`config.mk`:
```
export PLATFORM = sky130hd
export DESIGN_NAME = video_write_buffer
export DESIGN_NICKNAME = d
export VERILOG_FILES = /design/src/rtl/video_write_buffer.sv
export SDC_FILE = /design/constraint.sdc
export NUM_CORES = 1
export LEC_CHECK = 0
export BUFFER_PORTS_ARGS = -buffer_cell sky130_fd_sc_hd__buf_2
export CELL_PAD_IN_SITES_DETAIL_PLACEMENT = 1
export CELL_PAD_IN_SITES_GLOBAL_PLACEMENT = 1
export CORE_MARGIN = 10
export CORE_UTILIZATION = 46
export CTS_CLUSTER_SIZE = 14
export DETAILED_ROUTE_END_ITERATION = 10
export PLACE_DENSITY_LB_ADDON = 0.05
export SLEW_MARGIN = 0
export SYNTH_ARGS = -nofsm -noshare
export SYNTH_HDL_FRONTEND = slang
export SYNTH_SLANG_ARGS = --single-unit
```
`constraint.sdc`:
```
create_clock -name clk -period 4.2 [get_ports clk]
set_clock_uncertainty 0.2 [all_clocks]
set_input_delay 0.21 -clock clk [delete_from_list [all_inputs] [get_ports clk]]
set_output_delay 0.21 -clock clk [all_outputs]
set_load 0.1 [all_outputs]
```
`src/rtl/video_write_buffer.sv`:
```
// Show-ahead write FIFO between the CPU bus and the video side: captures in-window CPU writes
// and drains them over vValid/vReady. Optional tail coalescing: VIDEO_WRITE_COALESCE_EN.
module video_write_buffer #(
  parameter int                ADDR_W = 16,
  parameter int                DATA_W = 8,
  parameter int                DEPTH  = 8,
  parameter logic [ADDR_W-1:0] WIN_LO = 16'h8000,
  parameter logic [ADDR_W-1:0] WIN_HI = 16'hF530
) (
  input  logic                         clk,
  input  logic                         rst_n,
  input  logic [ADDR_W-1:0]            cAddress,
  input  logic [DATA_W-1:0]            cData,
  input  logic                         cWrite,
  output logic                         cStall,
  output logic [ADDR_W-1:0]            vAddress,
  output logic [DATA_W-1:0]            vData,
  output logic                         vValid,
  input  logic                         vReady,
  output logic [$clog2(DEPTH+1)-1:0]   level,
  output logic                         overflow,
  input  logic                         ovfClear
);

  localparam int PTR_W = $clog2(DEPTH);
  localparam int CNT_W = $clog2(DEPTH+1);
  localparam logic [CNT_W-1:0] FULL_CNT = CNT_W'(DEPTH);

  logic [ADDR_W-1:0] addrMem [DEPTH];
  logic [DATA_W-1:0] dataMem [DEPTH];

  logic [PTR_W-1:0] rdPtr, wrPtr, rdPtrNext, wrPtrNext, wrIdx;
  logic [CNT_W-1:0] count, countNext;
  logic             inWin, req, pop, push, drop, coal, memWr, full;
  logic [ADDR_W-1:0] headAddrNext;
  logic [DATA_W-1:0] headDataNext;

  assign full   = (count == FULL_CNT);
  assign inWin  = (cAddress >= WIN_LO) && (cAddress <= WIN_HI);
  assign req    = cWrite && inWin;
  assign vValid = (count != '0);
  assign cStall = full;
  assign level  = count;
  assign pop    = vValid && vReady;

`ifdef VIDEO_WRITE_COALESCE_EN
  logic [PTR_W-1:0] tailIdx;
  assign tailIdx = wrPtr - PTR_W'(1);
  // Never merge into a lone entry that is leaving this cycle.
  assign coal  = req && (count != '0) && (cAddress == addrMem[tailIdx])
                 && ((count != CNT_W'(1)) || !pop);
  assign wrIdx = coal ? tailIdx : wrPtr;
`else
  assign coal  = 1'b0;
  assign wrIdx = wrPtr;
`endif

  assign push  = req && !coal && (!full || pop);
  assign drop  = req && !coal && full && !pop;
  assign memWr = push || coal;

  always_comb begin
    countNext = count;
    case ({push, pop})
      2'b10:   countNext = count + CNT_W'(1);
      2'b01:   countNext = count - CNT_W'(1);
      default: countNext = count;
    endcase
    rdPtrNext = pop  ? rdPtr + PTR_W'(1) : rdPtr;
    wrPtrNext = push ? wrPtr + PTR_W'(1) : wrPtr;
    // The new head may be the slot written this very edge; forward it from the bus.
    if (memWr && (wrIdx == rdPtrNext)) begin
      headAddrNext = cAddress;
      headDataNext = cData;
    end else begin
      headAddrNext = addrMem[rdPtrNext];
      headDataNext = dataMem[rdPtrNext];
    end
  end

  always_ff @(posedge clk) begin
    if (memWr) begin
      addrMem[wrIdx] <= cAddress;
      dataMem[wrIdx] <= cData;
    end
  end

  always_ff @(posedge clk or negedge rst_n) begin
    if (!rst_n) begin
      count    <= '0;
      rdPtr    <= '0;
      wrPtr    <= '0;
      overflow <= 1'b0;
      vAddress <= '0;
      vData    <= '0;
    end else begin
      count <= countNext;
      rdPtr <= rdPtrNext;
      wrPtr <= wrPtrNext;
      if (drop)          overflow <= 1'b1;
      else if (ovfClear) overflow <= 1'b0;
      if (countNext != '0) begin
        vAddress <= headAddrNext;
        vData    <= headDataNext;
      end
    end
  end

endmodule

```
==> results of run 1 <==
sequential cells by signal, summed over array words and instances, names as in the netlist:
| name | flops |
|---|---|
| level | 4 |
| rdPtr | 3 |
| addrMem | 128 |
| dataMem | 64 |
| vAddress | 16 |
| overflow | 1 |
| vData | 8 |
| wrIdx | 3 |
layout by cell type, fill, tap and decap left out, types with 23 or more instances in the layout:
master / Yosys / layout
nor3_1: 29 / 26
edfxtp_1: 192 / 192
clkbuf_16: 0 / 25
dfrtp_1: 35 / 35
mux2i_1: 71 / 70
dlygate4sd3_1: 0 / 27
a31oi_1: 23 / 23
o21ai_0: 25 / 25
buf_2: 15 / 59
nand2_1: 102 / 102
a32oi_1: 46 / 46
inv_1: 31 / 31
timing repair:
item                                   4_1_cts  5_1_grt
endpoints found under the hold margin      229        0
hold buffers                                27        0
gates resized for setup                      0        0
metal layers:
metal | track usage (%) | up-vias | routed length [µm]
met2 | 33.2 | 173 | 13100
met1 | 27.1 | 3285 | 11800
met4 | 4.75 | 0 | 442
met5 | 0 | - | 0
met3 | 2.94 | 31 | 1610
li1 | - | 2827 | -
per-stage QoR:
step	total power (µW)	instance area, µm²	setup TNS, ps	instances	util, %
2_1_floorplan	6330	9660	-26220	688	-
3_3_place_gp	7490	10400	0	999	51.1
3_5_place_dp	7610	10400	0	999	51.1
4_1_cts	9690	11500	0	1071	56.1
5_1_grt	10100	11500	0	1071	56.1
6_report	9630	11500	0	1071	56.1
final cells by class:
| class | count | area share [%] |
|---|---|---|
| timing repair buffer | 114 | 7.43 |
| clock inverter | 11 | 0.710 |
| tap | 270 | 2.95 |
| multi-input combinational | 383 | 24.0 |
| inverter | 32 | 1.05 |
| sequential | 227 | 58.0 |
| clock buffer | 34 | 5.85 |
path summary, 6_finish.rpt:
kind	endpoint	slack (ps)
hold / removal	level[3]	200
max in group asynchronous	vAddress[12]	3000
setup / recovery	vData[5]	320
setup reg to reg	vData[5]	630
min in group clk	overflow	220
hold reg to reg	vAddress[15]	310
worst max-delay path: cells and delay by family:
family                   cells  cell delay (ps)
buffers and inverters        3             1010
AND/OR/NAND/NOR              5              890
multiplexers                 2              770
AO/OA/AOI/OAI                2              590
adder cells (fa/ha/maj)      1              330
XOR/XNOR                     1              290
report_power, final:
group	switching (µW)	total [µW]	leakage (µW)	internal, µW
registers	279	3090	0.00214	2810
clock network	858	2030	0.000374	1170
logic	3200	4510	0.00179	1310
cell families (layout without fill, tap and decap cells):
| group | after synthesis | after routing |
|---|---|---|
| flip-flops | 227 | 227 |
| AND/OR/NAND/NOR | 179 | 179 |
| AO/OA/AOI/OAI | 117 | 117 |
| buffers and inverters | 78 | 191 |
| multiplexers | 73 | 73 |
| XOR/XNOR | 9 | 9 |
| adder cells (fa/ha/maj) | 5 | 5 |
==> summary.txt, run 1 <==
Status
  • Status: finished, final reports clean

Worst setup path
  • Crit. End Element: flop
  • CP cell instances: dlygate4sd3_1, buf_2, a2111oi_0, o21ai_0, and3_1, and2_1, ha_1, xnor2_1, nor3_1, or3b_2, nand3_1, mux2i_4, buf_12, mux2i_1
  • Worst path max stage delay: 550 ps
  • Critical Path Source: cAddress[6]
  • Critical Path RT: 4430 ps
  • R2R cell count: 10
  • Crit path max fanout: 15
  • Startpoint Class: input port
  • CP arrival: 4110 ps
  • Reg2reg start: level[3]
  • Worst Setup Path Type: in -> reg
  • Crit-path slowest cell: dlygate4sd3_1

CTS
  • # H-tree levels: 1
  • CTS Buf Count: 25
  • Bufs on Longest Clock Path: 3
  • Postcts setup bufs: 0
  • CTS Root Cell: clkbuf_16
  • Clock transition at path regs: 60 ps
  • Total clock sinks: 227
  • TritonCTS clock tree: yes
  • Clk Latency, worst-skew pair: 520 ps

Global route
  • First-pass GRT wire length: 41.4 mm
  • Initial antenna violation count: 0
  • Largest net degree at the start of global routing: 95
  • Vias in the first global route: 6,892
  • Gr usage total: 20.0%
  • GRT Residual Overflow: 0

Job
  • Max cap viols: 0

Logic synthesis
  • Synth Area per Inst: 14.0 µm²
  • Netlist cell types: 57
  • Synthesized Nets: 722
  • Simple-Gate Fraction of Synth Area: 8.83%
  • Largest area contributor in the netlist: edfxtp_1
  • Post-Synth Adder-Cell Area: 0.728%
  • Xor and xnor area share after synthesis: 1.01%
  • Post-Synthesis Cell Area: 9630 µm²
  • Ys async rst share: 15.4%
  • Post-synth EDFFs: 192
  • Sequential share of the synthesized area: 69.0%
  • Post-synth top cells: 192 x edfxtp_1, 102 x nand2_1, 71 x mux2i_1
  • Multiplexer area fraction after synthesis: 7.62%
  • Top-count cell post-synth: edfxtp_1
  • Dominant synthesized flop cell: edfxtp_1
  • Compound-Gate Fraction of Synth Area: 9.07%
  • Ys Warns: 0
  • Main combinational cell family by area after synthesis: compound AO/OA/AOI/OAI gates
  • Top cell type's share of synthesized area: 59.9%
  • Number of synthesized register bits: 227
  • Top area cells in the synthesized netlist: edfxtp_1 60%, dfrtp_1 9.1%, mux2i_1 7.4%, a32oi_1 4.2%, nand2_1 4.0%
  • Syn Inst Count: 688

Power
  • Power per cell area: 841 nW/µm²
  • Largest vdd supply drop: 0.000516 V
  • Total leakage power: 0.00430 µW

Cells and area
  • Fill cells: 2,010
  • Area of the multi-input gates: 2750 µm²
  • Reg area: 6640 µm²
  • Syn-to-layout area delta: 19.0%
  • Final nets: 817
  • Inserted Diodes: 0
  • Share of cells above drive strength 1: 17.9%

Die
  • Height of the die: 165 µm
  • Die W: 165 µm
  • CORE AREA: 20,400 µm²
  • Starting density of the core: 47.1%
  • Top Ports: 60
  • Row count: 52
  • DIE AREA: 27,100 µm²

Timing
  • Hold WS: 195 ps
  • Final hold vios: 0
  • RSZ-0062 raised after global routing: no
  • Final count of negative-setup-slack endpoints: 0
  • Final period util: 92.4%
  • Max Clk Rate: 258 MHz
  • Slew headroom: 20.0%
  • Final min period: 3880 ps
  • Worst-Margin Slew: 1200 ps
  • Final worst setup slack: 320 ps
  • Pins over their slew limit: 0

Detailed routing
  • Post-DRT Antenna Nets: 0
  • DR WL/cell: 25.2 µm
  • Final WL: 26.9 mm
  • Drt first pass iters: 5
  • Initial DRC count: 448
  • Vias: 6,316
  • Vias per inst: 5.90
  • Remaining DRCs: 0

Placed design
  • Detail Placement HPWL: 15.9 mm
  • IO Port Bufs: 59
  • Setup slack at placement: 346 ps
  • RePlAce Congestion: 0.739

Worst hold path
  • Hold Crit Class: in -> async
(Power assumes the default switching activity.)
==> run 2: changes to the inputs <==
- CORE_UTILIZATION: 46 -> 50
- clock period: 4.2 -> 4 ns (I/O delays scaled with it)
==> run 2 against run 1 <==
- via count is 1.0% higher
- worst setup slack worse by 44 ps
- combinational power is 7.8% higher
- cell area is 1.1% higher
- core utilization is 5.5 points higher
- sequential share of layout area is 0.65 points lower
- wire length is 1.5% higher
- register-to-register slack worse by 100 ps
- critical path depth is 1 higher
- critical path type unchanged
- highest routed layer unchanged
==> summary.txt, run 2 (same netlist as run 1, synthesis figures left out) <==
Detailed routing
  • Vias per inst: 5.94
  • DR WL/cell: 25.4 µm
  • Top Metal Used: met4
  • Met1 WL: 11.9 mm
  • Post-DRT Antenna Nets: 0
  • Drt first pass iters: 4
  • Remaining DRCs: 0
  • Final WL: 27.3 mm
  • Vias: 6,382
  • Initial DRC count: 468
  • Routed wl met3: 1.57 mm
  • Metal2 WL: 13.3 mm

Power
  • Sw Share: 44.7%
  • Switching pwr: 4600 µW
  • Power per cell area: 887 nW/µm²
  • Largest vdd supply drop: 0.000587 V
  • Combinational Power Share: 47.3%
  • Total leakage power: 0.00437 µW
  • Seq pwr share: 31.7%
  • Internal power: 5680 µW
  • Clk pwr share: 21.0%

CTS
  • Clk Latency, worst-skew pair: 520 ps
  • TritonCTS clock tree: yes
  • # H-tree levels: 1
  • Clock transition at path regs: 60 ps
  • Total clock sinks: 227
  • CTS Buf Count: 24
  • Bufs on Longest Clock Path: 3
  • CTS Root Cell: clkbuf_16

Timing
  • RSZ-0062 raised after global routing: no
  • Hold WS: 174 ps
  • Sum Neg Setup Slack: 0 ps
  • Final hold vios: 0
  • Final min period: 3720 ps
  • Final worst setup slack: 276 ps
  • Max Clk Rate: 269 MHz
  • Slew headroom: 25.2%
  • Final count of negative-setup-slack endpoints: 0
  • Final period util: 93.1%
  • Pins over their slew limit: 0
  • Worst-Margin Slew: 1120 ps

Cells and area
  • Fill cells: 1,797
  • Finished Core Util: 61.5%
  • Final nets: 831
  • Commonest non-fill, non-tap cell in the layout: edfxtp_1
  • Largest registers: addrMem (128), dataMem (64), vAddress (16)
  • Max reg flops: 128
  • Share of cells above drive strength 1: 19.0%
  • Syn-to-layout area delta: 20.3%
  • Biggest register: addrMem
  • Most frequent cells in the layout: 192 x edfxtp_1, 102 x nand2_1, 70 x mux2i_1
  • Post-route cell area: 11,600 µm²

Worst setup path
  • CP cell instances: dlygate4sd3_1, buf_2, a2111oi_0, o21ai_0, and3_1, and2_1, ha_1, xnor2_1, nor3_1, or3b_2, nand3_1, mux2i_4, buf_12, buf_12, mux2i_1
  • Startpoint Class: input port
  • Critical Path End: vAddress[5]
  • Reg2reg end: addrMem[2][4]
  • Crit. End Element: flop
  • Worst path max stage delay: 540 ps
  • Worst Setup Path Type: in -> reg
  • Crit-path most repeated cell: buf_12
  • Crit path max fanout: 12
  • R2R setup slack: 530 ps
  • Crit-path slowest cell: dlygate4sd3_1
  • R2R cell count: 5
  • CP arrival: 3920 ps
  • Critical Path RT: 4190 ps
  • Reg2reg start: level[2]
  • Critical Path Source: cAddress[4]

Placed design
  • Detail Placement HPWL: 16.0 mm
  • IO Port Bufs: 59
  • RePlAce Congestion: 0.810
  • Setup slack at placement: 146 ps
  • Placed Instance Area: 10,500 µm²

Die
  • Height of the die: 159 µm
  • Starting density of the core: 51.1%
  • Row count: 50
  • CORE AREA: 18,800 µm²
  • Die W: 159 µm
  • DIE AREA: 25,200 µm²
  • Top Ports: 60

Global route
  • Vias in the first global route: 6,885
  • Gr usage total: 21.1%
  • Largest net degree at the start of global routing: 95
  • GRT Residual Overflow: 0
  • Initial antenna violation count: 1
  • First-pass GRT wire length: 41.9 mm

Job
  • Max cap viols: 0

Status
  • Status: finished, final reports clean

Worst hold path
  • Hold Crit Class: in -> async
-- run 2: worst min path at each step --
stage,start,slack (ps),end,cells after the start
detailed placement,rst_n,200,level[3],1
global route,rst_n,250,vData[2],2
global placement,rst_n,180,level[1],1
floorplan,rst_n,-300,level[0],0
CTS,rst_n,200,vData[2],2
finish,rst_n,170,level[3],2
-- run 2: repair_timing --
item,CTS,global route
hold buffers,28,0
endpoints found under the setup margin,0,13
resized for setup,0,0
buffers inserted,0,10
hold endpoints to repair,229,0
-- run 2: critical path, delay by kind of cell --
| family | cells | cell delay [ps] |
|---|---|---|
| compound gates | 2 | 610 |
| fa+ha+maj | 1 | 330 |
| mux | 2 | 220 |
| buf+inv | 4 | 1070 |
| simple gates | 5 | 1290 |
| xor+xnor | 1 | 170 |
-- run 2: area by class of cell --
type / count / area [µm²] / area share [%]
antenna: 1 / 2.50 / 0.0216
clock buffer: 33 / 654 / 5.65
clock inverter: 10 / 109 / 0.940
inverter: 32 / 120 / 1.04
multi-input combinational: 383 / 2750 / 23.8
sequential: 227 / 6640 / 57.3
tap: 260 / 325 / 2.81
timing repair buffer: 129 / 978 / 8.45
-- run 2: per-stage QoR --
step	total power (µW)	std cells
floorplan	6670	688
global placement	7870	993
detailed placement	8030	993
CTS	10200	1064
global route	10800	1075
finish	10300	1075
-- run 2: per-layer routing --
layer,track usage (%),vias to the layer above
li1,-,2848
met1,28.3,3302
met2,34.9,192
met3,3.54,40
met4,5.87,0
met5,0,-
-- run 2: power groups by stage --
stage	Clock, µW	Sequential, µW	Combinational [µW]
finish	2160	3250	4860
global route	2280	3290	5180
CTS	2180	3250	4780
detailed placement	0	3290	4730
global placement	0	3270	4600
floorplan	0	4200	2470
==> run 3: changes to the inputs <==
- CELL_PAD_IN_SITES_DETAIL_PLACEMENT: 1 -> 0
==> run 3 against run 2 <==
- core utilization grew 0.33 points
- global-route usage down 1.8 points
- critical endpoint is now vData[7]
- register-to-register slack improved by 30 ps
==> summary.txt, run 3 (same netlist as run 1, synthesis figures left out) <==
Worst setup path
  • Crit path max fanout: 12
  • Reg2reg end: addrMem[4][5]
  • R2R cell count: 5
  • CP arrival: 3840 ps
  • Critical Path RT: 4180 ps
  • R2R setup slack: 560 ps
  • Crit. End Element: flop
  • Reg2reg start: level[1]
  • Startpoint Class: input port
  • Worst Setup Path Type: in -> reg

Detailed routing
  • Initial DRC count: 633
  • Remaining DRCs: 0
  • Vias: 6,277
  • Drt first pass iters: 8
  • Post-DRT Antenna Nets: 0
  • Final WL: 25.1 mm
  • Vias per inst: 5.84
  • DR WL/cell: 23.4 µm

Cells and area
  • Share of cells above drive strength 1: 19.7%
  • Commonest non-fill, non-tap cell in the layout: edfxtp_1
  • Inserted Diodes: 0
  • Non-Filler Instances: 1,074
  • Max reg flops: 128
  • Finished Core Util: 61.8%
  • Most frequent cells in the layout: 192 x edfxtp_1, 102 x nand2_1, 70 x mux2i_1
  • Final nets: 830
  • Largest registers: addrMem (128), dataMem (64), vAddress (16)
  • Biggest register: addrMem
  • Syn-to-layout area delta: 21.0%
  • Post-route cell area: 11,600 µm²

CTS
  • Total clock sinks: 227
  • CTS Buf Count: 24
  • # H-tree levels: 1
  • Bufs on Longest Clock Path: 3
  • Clk Latency, worst-skew pair: 510 ps
  • CTS Root Cell: clkbuf_16
  • Clock transition at path regs: 60 ps
  • TritonCTS clock tree: yes
  • Post-cts gate resize count: 0

Power
  • Internal power: 5830 µW
  • Total leakage power: 0.00440 µW
  • Largest vdd supply drop: 0.000586 V
  • Clk pwr share: 22.5%
  • Switching pwr: 4500 µW
  • Power per cell area: 887 nW/µm²
  • Combinational Power Share: 46.1%
  • Sw Share: 43.5%
  • Final Power: 10,300 µW
  • Seq pwr share: 31.4%

Placed design
  • Cells after DPL: 993
  • RePlAce Congestion: 0.810
  • Placed Instance Area: 10,500 µm²
  • Detail Placement HPWL: 14.8 mm
  • IO Port Bufs: 59

Timing
  • Final min period: 3670 ps
  • Slew headroom: 26.8%
  • Final period util: 91.6%
  • Pins over their slew limit: 0
  • RSZ-0062 raised after global routing: no
  • Final count of negative-setup-slack endpoints: 0
  • Worst-Margin Slew: 1090 ps
  • Hold WS: 179 ps
  • Final hold vios: 0
  • Max Clk Rate: 273 MHz

Status
  • Status: finished, final reports clean

Global route
  • First-pass GRT wire length: 38.4 mm
  • Gr usage total: 19.3%
  • Initial antenna violation count: 0
  • Largest net degree at the start of global routing: 95
  • GRT Residual Overflow: 0
  • Vias in the first global route: 6,374

Die
  • DIE AREA: 25,200 µm²
  • CORE AREA: 18,800 µm²
  • Starting density of the core: 51.1%
  • Height of the die: 159 µm
  • Row count: 50
  • Die W: 159 µm
  • Top Ports: 60

Worst hold path
  • Hold Crit Class: in -> async

Job
  • Max cap viols: 0
-- run 3: cell types whose count changed in the layout (fill, tap and decap cells not counted), sizes merged --
cell / previous run / this run
bufinv: 2 / 5
clkbuf: 33 / 28
diode: 1 / 0
inv: 32 / 33
buf: 101 / 100
clkinv: 7 / 9
-- run 3: layout make-up --
cell class              count  area (µm²)
fillers                  1437        7180
flip-flops and latches    227        6640
multi-input cells         383        2750
repair buffers            128         971
clock buffers              28         616
well taps                 260         325
clock inverters            16         220
inverters                  32         120
-- run 3: metrics by stage --
stage	setup WS, ps	TNS, ps
6_report	335	0
5_1_grt	113	0
4_1_cts	174	0
3_5_place_dp	181	0
3_3_place_gp	302	0
2_1_floorplan	-37.6	-1220
-- run 3: layer usage --
metal  GRT usage (%)  wire (µm)  share of wire, %
met5               0          0                 0
met4            4.59        486               1.9
met3            3.00       1500               6.0
met2            31.6      12100                48
met1            26.5      11000                44
-- run 3: what timing repair did --
item,in CTS,in global routing
setup buffers,0,9
endpoints found under the setup margin,0,13
endpoints found under the hold margin,230,0
hold buffers,28,0
-- run 3: worst max-delay path by stage --
stage / startpoint / to / slack [ps] / cells after the start
global route: cAddress[4] / vAddress[1] / 110 / 15
finish: cAddress[8] / vData[7] / 330 / 15
detailed placement: cAddress[8] / vData[7] / 180 / 13
global placement: cAddress[4] / vAddress[15] / 300 / 12
CTS: cAddress[4] / vData[7] / 170 / 14
floorplan: level[2] / addrMem[5][0] / -40 / 5
-- run 3: power by group through the flow --
stage / sequential (µW) / combinational (µW) / clock [µW]
after floorplan: 4200 / 2470 / 0
after global placement: 3270 / 4600 / 0
after detailed placement: 3290 / 4680 / 0
after CTS: 3240 / 4710 / 2360
after global routing: 3290 / 5080 / 2450
final: 3240 / 4760 / 2320
-- run 3: critical path: stages --
cell and delay [ps]:
dlygate4sd3_1 510, buf_2 250, nor4bb_1 340, nand4_1 160, and3_1 260, and2_1 220, ha_1 330, xnor2_1 170
nor3_1 220, or3b_2 460, nand3_1 140, mux2i_4 90, buf_12 180, buf_12 160, mux2i_1 130
